[src/rtl/hcsr04_pkg.sv]
// Shared constants, clock-rate helpers and FSM encoding for the HC-SR04 companion logic.
package hcsr04_pkg;

  localparam logic [15:0] HCSR04_DIST_INVALID = 16'hFFFF;

  function automatic int unsigned cycles_per_us(input int unsigned sys_clk_hz);
    return sys_clk_hz / 1_000_000;
  endfunction

  function automatic int unsigned cycles_per_ms(input int unsigned sys_clk_hz);
    return sys_clk_hz / 1_000;
  endfunction

  typedef enum logic [2:0] {
    StIdle       = 3'd0,
    StStart      = 3'd1,
    StWaitResult = 3'd2,
    StUpdate     = 3'd3,
    StOutput     = 3'd4,
    StHoldoff    = 3'd5
  } state_e;

endpackage

[src/rtl/hcsr04_avg_buf.sv]
// Circular sample buffer with running sum; avg_o is the truncated mean of the window.
module hcsr04_avg_buf #(
  parameter int unsigned AvgLog2 = 2
) (
  input  logic        clk_i,
  input  logic        rst_i,
  input  logic        prime_i,
  input  logic        push_i,
  input  logic [15:0] sample_i,
  output logic [15:0] avg_o
);

  localparam int unsigned Depth = 1 << AvgLog2;
  localparam int unsigned PtrW  = (AvgLog2 > 0) ? AvgLog2 : 1;
  localparam int unsigned SumW  = 16 + AvgLog2;

  logic [15:0]     mem_q [Depth];
  logic [15:0]     mem_d [Depth];
  logic [PtrW-1:0] wr_ptr_q, wr_ptr_d;
  logic [SumW-1:0] sum_q, sum_d;

  always_comb begin
    mem_d    = mem_q;
    wr_ptr_d = wr_ptr_q;
    sum_d    = sum_q;
    if (prime_i) begin
      // Fill the whole window so the mean equals the first sample immediately
      for (int i = 0; i < Depth; i++) begin
        mem_d[i] = sample_i;
      end
      sum_d = SumW'(sample_i) << AvgLog2;
    end else if (push_i) begin
      mem_d[wr_ptr_q] = sample_i;
      sum_d           = sum_q - SumW'(mem_q[wr_ptr_q]) + SumW'(sample_i);
      wr_ptr_d        = (wr_ptr_q == PtrW'(Depth - 1)) ? '0 : wr_ptr_q + 1'b1;
    end
  end

  always_ff @(posedge clk_i or posedge rst_i) begin
    if (rst_i) begin
      for (int i = 0; i < Depth; i++) begin
        mem_q[i] <= '0;
      end
      wr_ptr_q <= '0;
      sum_q    <= '0;
    end else begin
      mem_q    <= mem_d;
      wr_ptr_q <= wr_ptr_d;
      sum_q    <= sum_d;
    end
  end

  assign avg_o = 16'(sum_q >> AvgLog2);

endmodule

[src/rtl/hcsr04_dist_filter.sv]
// Paces HC-SR04 measurements, rejects invalid results, averages good ones and
// drives a hysteretic near-object alarm plus a consecutive-miss fault flag.
module hcsr04_dist_filter
  import hcsr04_pkg::*;
#(
  parameter int unsigned P_SYS_CLK_HZ = 100_000_000,
  parameter int unsigned P_PERIOD_MS  = 60,
  parameter int unsigned P_AVG_LOG2   = 2,
  parameter int unsigned P_NEAR_CM    = 20,
  parameter int unsigned P_HYST_CM    = 3,
  parameter int unsigned P_MAX_MISS   = 3
) (
  input  logic        iClk,
  input  logic        iRst,
  input  logic        iEnable,
  output logic        oStart,
  input  logic        iValid,
  input  logic [15:0] iDistance,
  output logic [15:0] oDistance,
  output logic        oValid,
  output logic        oNear,
  output logic        oFault,
  output logic        oBusy
);

  localparam int unsigned LP_PERIOD = P_PERIOD_MS * cycles_per_ms(P_SYS_CLK_HZ);
  localparam int unsigned CntW      = $clog2(LP_PERIOD);
  localparam int unsigned MissW     = $clog2(P_MAX_MISS + 1);

  localparam logic [CntW-1:0]  CntLast  = CntW'(LP_PERIOD - 1);
  localparam logic [MissW-1:0] MissMax  = MissW'(P_MAX_MISS);
  localparam logic [15:0]      NearSet  = 16'(P_NEAR_CM);
  localparam logic [15:0]      NearClr  = 16'(P_NEAR_CM + P_HYST_CM);

  state_e           state_q, state_d;
  logic [CntW-1:0]  cnt_q, cnt_d;
  logic [MissW-1:0] miss_q, miss_d;
  logic             fault_q, fault_d;
  logic             primed_q, primed_d;
  logic [15:0]      sample_q, sample_d;
  logic [15:0]      dist_q, dist_d;
  logic             near_q, near_d;
  logic             start_q, start_d;
  logic             valid_q, valid_d;
  logic             busy_q, busy_d;

  logic             period_end;
  logic             miss;
  logic             buf_prime;
  logic             buf_push;
  logic [15:0]      avg_dist;

  hcsr04_avg_buf #(
    .AvgLog2 (P_AVG_LOG2)
  ) u_avg_buf (
    .clk_i    (iClk),
    .rst_i    (iRst),
    .prime_i  (buf_prime),
    .push_i   (buf_push),
    .sample_i (sample_q),
    .avg_o    (avg_dist)
  );

  assign period_end = (cnt_q == CntLast);

  always_comb begin
    state_d   = state_q;
    cnt_d     = cnt_q;
    miss_d    = miss_q;
    fault_d   = fault_q;
    primed_d  = primed_q;
    sample_d  = sample_q;
    dist_d    = dist_q;
    near_d    = near_q;
    miss      = 1'b0;
    buf_prime = 1'b0;
    buf_push  = 1'b0;

    // Saturate so a late result can never wrap the counter past the period end
    if (state_q != StIdle && !period_end) begin
      cnt_d = cnt_q + 1'b1;
    end

    unique case (state_q)
      StIdle: begin
        if (iEnable) state_d = StStart;
      end
      StStart: begin
        state_d = StWaitResult;
      end
      StWaitResult: begin
        if (iValid) begin
          if (iDistance != HCSR04_DIST_INVALID) begin
            sample_d = iDistance;
            state_d  = StUpdate;
          end else begin
            miss    = 1'b1;
            state_d = StHoldoff;
          end
        end else if (period_end) begin
          miss    = 1'b1;
          state_d = iEnable ? StStart : StIdle;
        end
      end
      StUpdate: begin
        if (!primed_q || fault_q) buf_prime = 1'b1;
        else                      buf_push  = 1'b1;
        primed_d = 1'b1;
        state_d  = StOutput;
      end
      StOutput: begin
        dist_d = avg_dist;
        if (avg_dist < NearSet)       near_d = 1'b1;
        else if (avg_dist >= NearClr) near_d = 1'b0;
        miss_d  = '0;
        fault_d = 1'b0;
        state_d = StHoldoff;
      end
      StHoldoff: begin
        if (period_end) state_d = iEnable ? StStart : StIdle;
      end
      default: state_d = StIdle;
    endcase

    if (miss) begin
      miss_d  = (miss_q == MissMax) ? miss_q : miss_q + 1'b1;
      fault_d = (miss_d == MissMax);
    end

    if (state_d == StStart) cnt_d = '0;

    // Pulses trail their state by one cycle so they come straight from flops
    start_d = (state_q == StStart);
    valid_d = (state_q == StOutput);
    busy_d  = (state_d != StIdle);
  end

  always_ff @(posedge iClk or posedge iRst) begin
    if (iRst) begin
      state_q  <= StIdle;
      cnt_q    <= '0;
      miss_q   <= '0;
      fault_q  <= 1'b0;
      primed_q <= 1'b0;
      sample_q <= '0;
      dist_q   <= '0;
      near_q   <= 1'b0;
      start_q  <= 1'b0;
      valid_q  <= 1'b0;
      busy_q   <= 1'b0;
    end else begin
      state_q  <= state_d;
      cnt_q    <= cnt_d;
      miss_q   <= miss_d;
      fault_q  <= fault_d;
      primed_q <= primed_d;
      sample_q <= sample_d;
      dist_q   <= dist_d;
      near_q   <= near_d;
      start_q  <= start_d;
      valid_q  <= valid_d;
      busy_q   <= busy_d;
    end
  end

  assign oStart    = start_q;
  assign oValid    = valid_q;
  assign oDistance = dist_q;
  assign oNear     = near_q;
  assign oFault    = fault_q;
  assign oBusy     = busy_q;

endmodule

[config.mk]
export PLATFORM = sky130hd
export DESIGN_NAME = hcsr04_dist_filter
export DESIGN_NICKNAME = d
export VERILOG_FILES = /design/src/rtl/hcsr04_pkg.sv /design/src/rtl/hcsr04_avg_buf.sv /design/src/rtl/hcsr04_dist_filter.sv
export SDC_FILE = /design/constraint.sdc
export NUM_CORES = 1
export LEC_CHECK = 0
export BUFFER_PORTS_ARGS = -buffer_cell sky130_fd_sc_hd__buf_2
export CORE_ASPECT_RATIO = 0.75
export CORE_MARGIN = 4
export CORE_UTILIZATION = 55
export CTS_BUF_LIST = sky130_fd_sc_hd__clkbuf_2 sky130_fd_sc_hd__clkbuf_4 sky130_fd_sc_hd__clkbuf_8
export DETAILED_ROUTE_END_ITERATION = 6
export PLACE_DENSITY = 0.78
export SETUP_SLACK_MARGIN = 0.2
export SLEW_MARGIN = 30
export SYNTH_ARGS = -nofsm -noshare
export SYNTH_HDL_FRONTEND = slang
export SYNTH_HIERARCHICAL = 1
export SYNTH_SLANG_ARGS = --single-unit
[constraint.sdc]
create_clock -name iClk -period 3.8 [get_ports iClk]
set_clock_uncertainty 0.05 [all_clocks]
set_input_delay 0.38 -clock iClk [delete_from_list [all_inputs] [get_ports iClk]]
set_output_delay 0.38 -clock iClk [all_outputs]
set_load 0.05 [all_outputs]
==> flow_summary.toml <==
[logic_synthesis]
synth_top_area_frac = 0.456
synth_area_per_cell_um2 = 9.75
async_flop_share = 1.00
syn_nets = 904
synth.cell_area_um2 = 8240
ys.flop_type = "dfrtp_1"
synth_warnings = 6
ys_top_cells_by_area = "dfrtp_1 (46%), nand2_1 (6.5%), o21ai_0 (4.6%), mux4_2 (4.4%), fa_1 (3.9%)"
synthDistinctLibCells = 70
synth_cells = 845
ys_ff_latch = 150
yosys.area.top_type = "dfrtp_1"
synth_edf_count = 0
yosysSeqAreaShare = 0.456
synth.most_common_cell = "dfrtp_1"
synth_common_cells = "dfrtp_1 (150), nand2_1 (143), inv_1 (80)"

[timing]
rsz0062_at_grt = "false"
worst-slew-pin-transition_ns = 0.964
post-route-min-period_ns = 3.54
min_period_over_period = 0.931
finalHoldViolCount = 0
finalSetupViolCount = 0
setup-tns-final_ns = 0
final_max_slew_viol_count = 0
max-slew-margin-rel = 0.357
timing.fmax_mhz = 283

[clock_network]
clkLatencyLatePin_ns = 0.46
tritoncts = "done"
clkTransAtPathRegs_ns = 0.09
clock-root-buffer = "clkbuf_8"
clock_sinks = 150
clk_path_buf_depth = 2
numCtsBuffers = 17
h-tree-depth = 4

[routing]
drc = 0
wl_per_cell_um = 17.8
vias = 6323
drt_iter0_markers = 610
firstDrtPassIters = 5
drt-total-wl_mm = 19.6
postRouteAntennaNets = 0
vias_per_cell = 5.74

[floorplan]
dieArea_um2 = 17000
start_util = 0.566
dieWidth_um = 149
io_pins = 41
die-height_um = 114
fp.coreArea_um2 = 14500
fp-row-count = 38

[worst_hold_path]
hold_start = "iDistance[5]"
min_path_type = "primary input to flop"

[global_route]
grt_max_degree = 50
grt_pass1_wl_mm = 32.3
grt_pass1_vias = 6353
antenna_found_initial = 0
gr-total-overflow = 0
gr-usage-all-layers = 0.242

[cells_and_area]
area_growth_pct = 12.5
num_antenna_cells = 0
drive_gt1_frac = 0.209
fin_nets = 947

[worst_setup_path]
r2r_start = "u_avg_buf/wr_ptr_q[0]"
slowest_stage = "mux4_2"
path_class = "flop to flop"
endpoint_kind = "flop"
path_cells = "buf_8 > buf_4 > mux4_2 > fa_1 > inv_1 > ha_1 > a211oi_2 > o21a_1 > o31a_1 > mux2_4 > and4_1 > xor2_1 > o21ai_1"
cp-start-kind = "flop"
arrival_ns = 3.81
startpoint = "u_avg_buf/wr_ptr_q[0]"
critPathMaxFanout = 6
critPathRequiredTime_ns = 4.08
slowest_delay_ns = 0.51

[placed_design]
gp_congestion = 0.935
io_buffers = 40
dp_hpwl_mm = 14.0

[status]
status = "finished, final reports clean"

[run]
cap_viol_max_count = 0
==> logic make-up after synthesis <==
family          after synthesis  synth area share
simple gates                276             0.156
compound gates              175             0.132
flops                       150             0.456
buf+inv                     134            0.0721
mux                          47            0.0850
fa+ha+maj                    39            0.0738
xor+xnor                     24            0.0255
==> timing repair <==
action | CTS | global route
hold buffers | 1 | 0
pin swaps | 0 | 15
hold endpoints to repair | 35 | 0
setup endpoints to repair | 6 | 9
buffers inserted | 0 | 10
resized for setup | 3 | 29
==> area by class of cell <==
cell class | count | area (um2)
Clock buffer | 20 | 269
Multi-Input combinational cell | 561 | 4050
Fill cell | 1162 | 5280
Inverter | 81 | 305
Clock inverter | 12 | 141
Sequential cell | 150 | 3760
Timing Repair Buffer | 77 | 499
Tap cell | 200 | 250
==> per-layer routing <==
| metal | part of all wire | up-vias | GRT usage |
|---|---|---|---|
| li1 | - | 2963 | - |
| met1 | 0.46 | 3087 | 0.355 |
| met2 | 0.46 | 233 | 0.361 |
| met3 | 0.070 | 40 | 0.0612 |
| met4 | 0.017 | 0 | 0.0659 |
| met5 | 0 | - | 0 |
==> registers in the layout, indices dropped and copies added (netlist names) <==
signal              cells
cnt_q                  23
miss_q                  2
oBusy                   1
oDistance              16
oFault                  1
oNear                   1
oStart                  1
oValid                  1
primed_q                1
sample_q               16
state_q                 3
u_avg_buf/mem_q        64
u_avg_buf/sum_q        18
u_avg_buf/wr_ptr_q      2
==> stage by stage <==
| stage | instance area (um2) | util | worst slack (ns) | cells | hold slack, ns |
|---|---|---|---|---|---|
| finish | 9270 | 0.637 | 0.261 | 1101 | 0.119 |
| global route | 9270 | 0.637 | 0.148 | 1101 | 0.0945 |
| CTS | 9050 | 0.622 | 0.146 | 1091 | 0.0949 |
| detailed placement | 8620 | 0.593 | 0.0927 | 1058 | 0.411 |
| global placement | 8620 | 0.593 | 0.171 | 1058 | 0.406 |
| floorplan | 8250 | - | 0.220 | 845 | 0.395 |
==> path summary, 6_finish.rpt <==
check	slack (ns)	cells past startpoint	to
setup / recovery	0.26	13	u_avg_buf/sum_q[17]
max in group asynchronous	2.09	4	u_avg_buf/wr_ptr_q[1]
setup reg to reg	0.26	13	u_avg_buf/sum_q[17]
hold / removal	0.12	2	sample_q[5]
min in group asynchronous	0.50	3	u_avg_buf/mem_q[4]
hold reg to reg	0.43	2	oDistance[3]
==> worst max-delay path, delay by kind of cell, from the launching register on <==
family,cells,cell delay (ns)
flip-flops,1,0.49
AND/OR/NAND/NOR,1,0.20
adder cells (fa/ha/maj),2,0.77
buffers and inverters,3,0.33
XOR/XNOR,1,0.13
multiplexers,2,0.83
AO/OA/AOI/OAI,4,0.61
==> cell usage in the layout (no fill, tap or decap), types with 15 or more instances in the layout <==
master,n
mux2_2,19
dfrtp_1,148
clkbuf_8,19
ha_1,19
inv_1,78
fa_1,15
mux4_2,16
nor3_1,16
buf_4,33
nor2_1,45
nand3_1,15
o21ai_0,72
nand2_1,143
buf_2,40
a21oi_1,18
Power is left out: the tool's default activity adds up to more than one toggle a clock period on the data nets, which glitch-free logic cannot reach.
